--- src/rtl/loa_popcount.sv ---
// Combinational population count.
//   d   : input vector (N bits)
//   cnt : number of ones in d (CW bits)
module loa_popcount #(
   parameter int N  = 33,
   parameter int CW = $clog2(N + 1)
) (
   input  logic [N-1:0]  d,
   output logic [CW-1:0] cnt
);
   always_comb begin
      cnt = '0;
      for (int i = 0; i < N; i++) cnt = cnt + CW'(d[i]);
   end
endmodule

--- config.mk ---
export PLATFORM = sky130hd
export DESIGN_NAME = loa_popcount
export DESIGN_NICKNAME = d
export VERILOG_FILES = /design/src/rtl/loa_popcount.sv
export SDC_FILE = /design/constraint.sdc
export NUM_CORES = 1
export LEC_CHECK = 0
export CAP_MARGIN = 20
export CORE_AREA = 2 2 46 48
export DETAILED_ROUTE_END_ITERATION = 8
export DIE_AREA = 0 0 48 50
export PLACE_DENSITY = 0.83
export REMOVE_ABC_BUFFERS = 1
export SLEW_MARGIN = 20
export SYNTH_ARGS = -nofsm -noshare
export SYNTH_HDL_FRONTEND = slang
export SYNTH_SLANG_ARGS = --single-unit
--- constraint.sdc ---
create_clock -name vclk -period 6.8
set_clock_uncertainty 0.1 [all_clocks]
set_input_delay 1.02 -clock vclk [all_inputs]
set_output_delay 1.02 -clock vclk [all_outputs]
set_load 0.03 [all_outputs]
==> results of run 1 <==
[final cells by class]
| class | count | area, um2 |
|---|---|---|
| multi-input combinational | 43 | 668 |
| tap | 27 | 33.8 |
| timing repair buffer | 40 | 339 |
| fill | 166 | 722 |
| inverter | 37 | 139 |
[worst max-delay path by stage]
stage	startpoint	endpoint	slack (ns)	cells after the start
floorplan	d[0]	cnt[4]	0.13	12
global placement	d[0]	cnt[4]	-0.18	14
detailed placement	d[0]	cnt[4]	-0.29	14
CTS	d[21]	cnt[4]	0.007	14
global route	d[23]	cnt[4]	0.001	14
finish	d[21]	cnt[4]	0.16	14
[what timing repair did]
action,4_1_cts,5_1_grt
gates resized for setup,25,20
pin swaps,16,16
setup endpoints to repair,2,1
[critical path, cell delays in order]
cell and delay, ns:
clkdlybuf4s15_1 0.19, fa_1 0.48, inv_1 0.05, fa_1 0.51, fa_1 0.45, fa_1 0.49
fa_1 0.53, fa_1 0.44, fa_2 0.36, fa_2 0.35, nand2b_4 0.15, a21oi_2 0.13
xor2_1 0.18, buf_4 0.19
[through the flow]
stage	instance area, um2	hold WS, ns
3_5_place_dp	1210	2.97
6_report	1180	2.93
4_1_cts	1210	2.98
2_1_floorplan	795	2.27
5_1_grt	1180	2.99
3_3_place_gp	1210	2.96
[layout by cell type, fill, tap and decap left out]
cell type	netlist	routed
buf_6	0	1
xnor2_1	1	1
inv_1	37	34
clkbuf_2	0	9
a21oi_1	1	1
nand3b_1	1	1
a21oi_2	1	1
nor2_1	2	2
nand2_1	1	1
ha_1	6	6
xor2_1	2	2
nand2b_4	0	1
o21a_1	1	1
fa_1	25	23
clkdlybuf4s15_1	0	3
a21boi_1	1	1
buf_4	0	6
fa_2	0	2
dlygate4sd2_1	0	2
inv_2	0	3
clkdlybuf4s50_1	0	19
[layer usage]
metal / vias to the layer above / global-route usage
met2: 25 / 0.307
li1: 295 / -
met5: - / 0
met3: 0 / 0.00366
met1: 296 / 0.147
met4: 0 / 0
[cells by family after synthesis]
group,synth area share
buffers and inverters,0.175
AO/OA/AOI/OAI,0.0362
adder cells (fa/ha/maj),0.724
AND/OR/NAND/NOR,0.0315
XOR/XNOR,0.0331
==> impl_metrics.ini, run 1 <==
[global_route]
grt_start_max_net_pins = 5
grt_pass1_vias = 735
antenna_found_initial = 0
grt_use_total = 0.143
grt-ovfl-total = 0
grt_first_pass_wirelength_um = 2600

[finish]
post-route-util = 0.620
nFlopsAndLatches = 0
nClkBuffers = 0
seq_area_um2 = 0
stdcell_count = 147
layout-drive-gt1-share = 0.192
n_antenna_cell = 0
fin_nets = 186
synthToLayoutAreaGrowth_pct = 48.5

[sta]
min_period_over_period = 0.976
finalCriticalPeriod_ns = 6.64
rsz0062_at_grt = false
final-max-slew-violation-count = 0
finalWorstSetupSlack_ns = 0.161
setup_viol = 0
finalSetupTns_ns = 0
relSlewSlack = 0.798
worst_slew_pin_slew_ns = 0.302
final_hold_viol_count = 0
max_freq_mhz = 151

[route]
dr.pass1.iters = 1
drc = 0
wl_per_cell_um = 9.86
wl_met3_um = 87
first_iter_violations = 0
ant_nets = 0
met1_length_um = 485
wl_met2_um = 877
vias_per_cell = 4.19
top_layer_used = met3
vias = 616
wl_um = 1450

[logic_synthesis]
netlist_instances = 80
synth_most_common_cell = inv_1
synth_top_cells_by_count = inv_1, fa_1, ha_1
yosysTopAreaCellShare = 0.630
synth_area_um2 = 795
syn_avg_cell_area_um2 = 9.93
yosysWarnings = 0
synth.largest_area_cell = fa_1
ys_seq_area_frac = 0
ys_types = 13
yosys-top-cells-area = fa_1, inv_1, ha_1

[run]
max-cap-violations = 0

[floorplan]
ios = 39
die_x_um = 48
start_util = 0.418
num_rows = 16
die_y_um = 50
dieArea_um2 = 2400
coreArea_um2 = 1900

[clock_tree]
cts_hold_buf = 0
post_cts_buffers = 0

[place]
place_ws_ns = -0.289
gp_congestion = 0.701
place_hpwl_um = 1470
portBuffers = 39
placed_cells = 147

[worst_setup_path]
crit_type = in -> out
start_kind = input port
crit_required_ns = 5.68
arrival_ns = 5.52
cp-end-kind = output port
crit_path_max_fanout = 2

[worst_hold_path]
min_path_type = in -> out
min_from = d[7]
hold_path_depth = 7
hold_path_end = cnt[4]

[status]
outcome = finished, final reports clean
Power of run 1 is not shown: default switching activity piles up to over one toggle a cycle in this logic, so the estimate is an artifact.
==> run 2: changes to the inputs <==
clock period = 8.3 ns   (was 6.8 ns; I/O delays follow)
==> run 2 against run 1 <==
Count of clock-buffer cells in the layout is the same. Die area unchanged. Worst hold slack improved by 0.71 ns. First-iteration DRC count up 3. Cell count down 0.68%. Global-route usage fell by 0.73 points. Sequential cell count is the same. Non-clock buffer count down 1.
==> impl_metrics.ini, run 2 (synthesized netlist as in run 1, its figures left out) <==
[worst_setup_path]
crit_required_ns = 6.95
arrival_ns = 6.66
crit_type = in -> out
path_cells = clkdlybuf4s50_1, fa_1, inv_1, fa_1, fa_1, fa_1, fa_1, fa_1, fa_1, fa_1, nand2b_1, a21oi_2, xor2_1, clkdlybuf4s50_1
crit_slowest_cell = clkdlybuf4s50_1
start_kind = input port
cp-end-kind = output port
max_stage_delay_ns = 0.68
crit_path_max_fanout = 2
cpMostUsedCell = fa_1

[route]
wl_met2_um = 890
first_iter_violations = 3
wl_per_cell_um = 9.73
met1_length_um = 428
vias = 609
top_layer_used = met3
ant_nets = 0
dr.pass1.iters = 2
wl_met3_um = 100
drc = 0
wl_um = 1420
vias_per_cell = 4.17

[clock_tree]
ctsResizeCount = 0
post_cts_buffers = 0
cts_hold_buf = 0

[finish]
seq_area_um2 = 0
layout_common_cells = clkdlybuf4s50_1, inv_1, fa_1
fin_nets = 185
fillers = 161
layout-drive-gt1-share = 0.00840
multi_input_area_um2 = 656
synthToLayoutAreaGrowth_pct = 53.4
n_antenna_cell = 0
final_common_cell = clkdlybuf4s50_1
nClkBuffers = 0
nFlopsAndLatches = 0

[worst_hold_path]
min_path_type = in -> out

[sta]
rsz0062_at_grt = false
max_freq_mhz = 125
relSlewSlack = 0.797
final-max-slew-violation-count = 0
finalSetupTns_ns = 0
min_period_over_period = 0.964
worst_slew_pin_slew_ns = 0.303
setup_viol = 0
finalCriticalPeriod_ns = 8.00
final_hold_viol_count = 0

[global_route]
grt_use_total = 0.136
grt-ovfl-total = 0
grt_start_max_net_pins = 5
grt_pass1_vias = 685
grt_first_pass_wirelength_um = 2440
antenna_found_initial = 0

[floorplan]
dieArea_um2 = 2400
start_util = 0.418
die_y_um = 50
coreArea_um2 = 1900
num_rows = 16
ios = 39
die_x_um = 48

[status]
outcome = finished, final reports clean

[place]
portBuffers = 39
gp_congestion = 0.654
place_hpwl_um = 1460

[run]
max-cap-violations = 0
run 2: path summary, 6_finish.rpt:
check | start | endpoint | slack, ns | cells past startpoint
hold / removal | d[4] | cnt[0] | 3.64 | 5
setup / recovery | d[0] | cnt[4] | 0.30 | 14
run 2: per-layer routing:
metal,up-vias,global-route usage
li1,292,-
met1,292,0.130
met2,25,0.298
met3,0,0.00733
met4,0,0
met5,-,0
run 2: through the flow:
stage                     setup WS [ns]  cells  cell area [um2]  hold WS, ns   util
after detailed placement          0.252    146             1220         3.63  0.641
after global routing             0.0799    146             1220         3.72  0.641
after global placement            0.342    146             1220         3.63  0.641
after floorplan                    1.18     80              795         2.72      -
after CTS                         0.244    146             1220         3.64  0.641
final                             0.299    146             1220         3.64  0.641
run 2: area by class of cell:
type / instances / share of cell area
well taps: 27 / 0.0277
multi-input cells: 43 / 0.538
repair buffers: 39 / 0.320
inverters: 37 / 0.114
run 2: worst max-delay path, delay by kind of cell:
family	cells	cell delay, ns
XOR/XNOR	1	0.15
adder cells (fa/ha/maj)	8	3.79
buffers and inverters	3	1.17
AO/OA/AOI/OAI	1	0.13
AND/OR/NAND/NOR	1	0.17
Power of run 2 is left out for the same reason.
==> run 3: changes to the inputs <==
SLEW_MARGIN = not set   (was 20)
==> results of run 3 <==
The final DEF is identical to that of run 2; final timing and power are the same.
Power of run 3 is left out for the same reason.
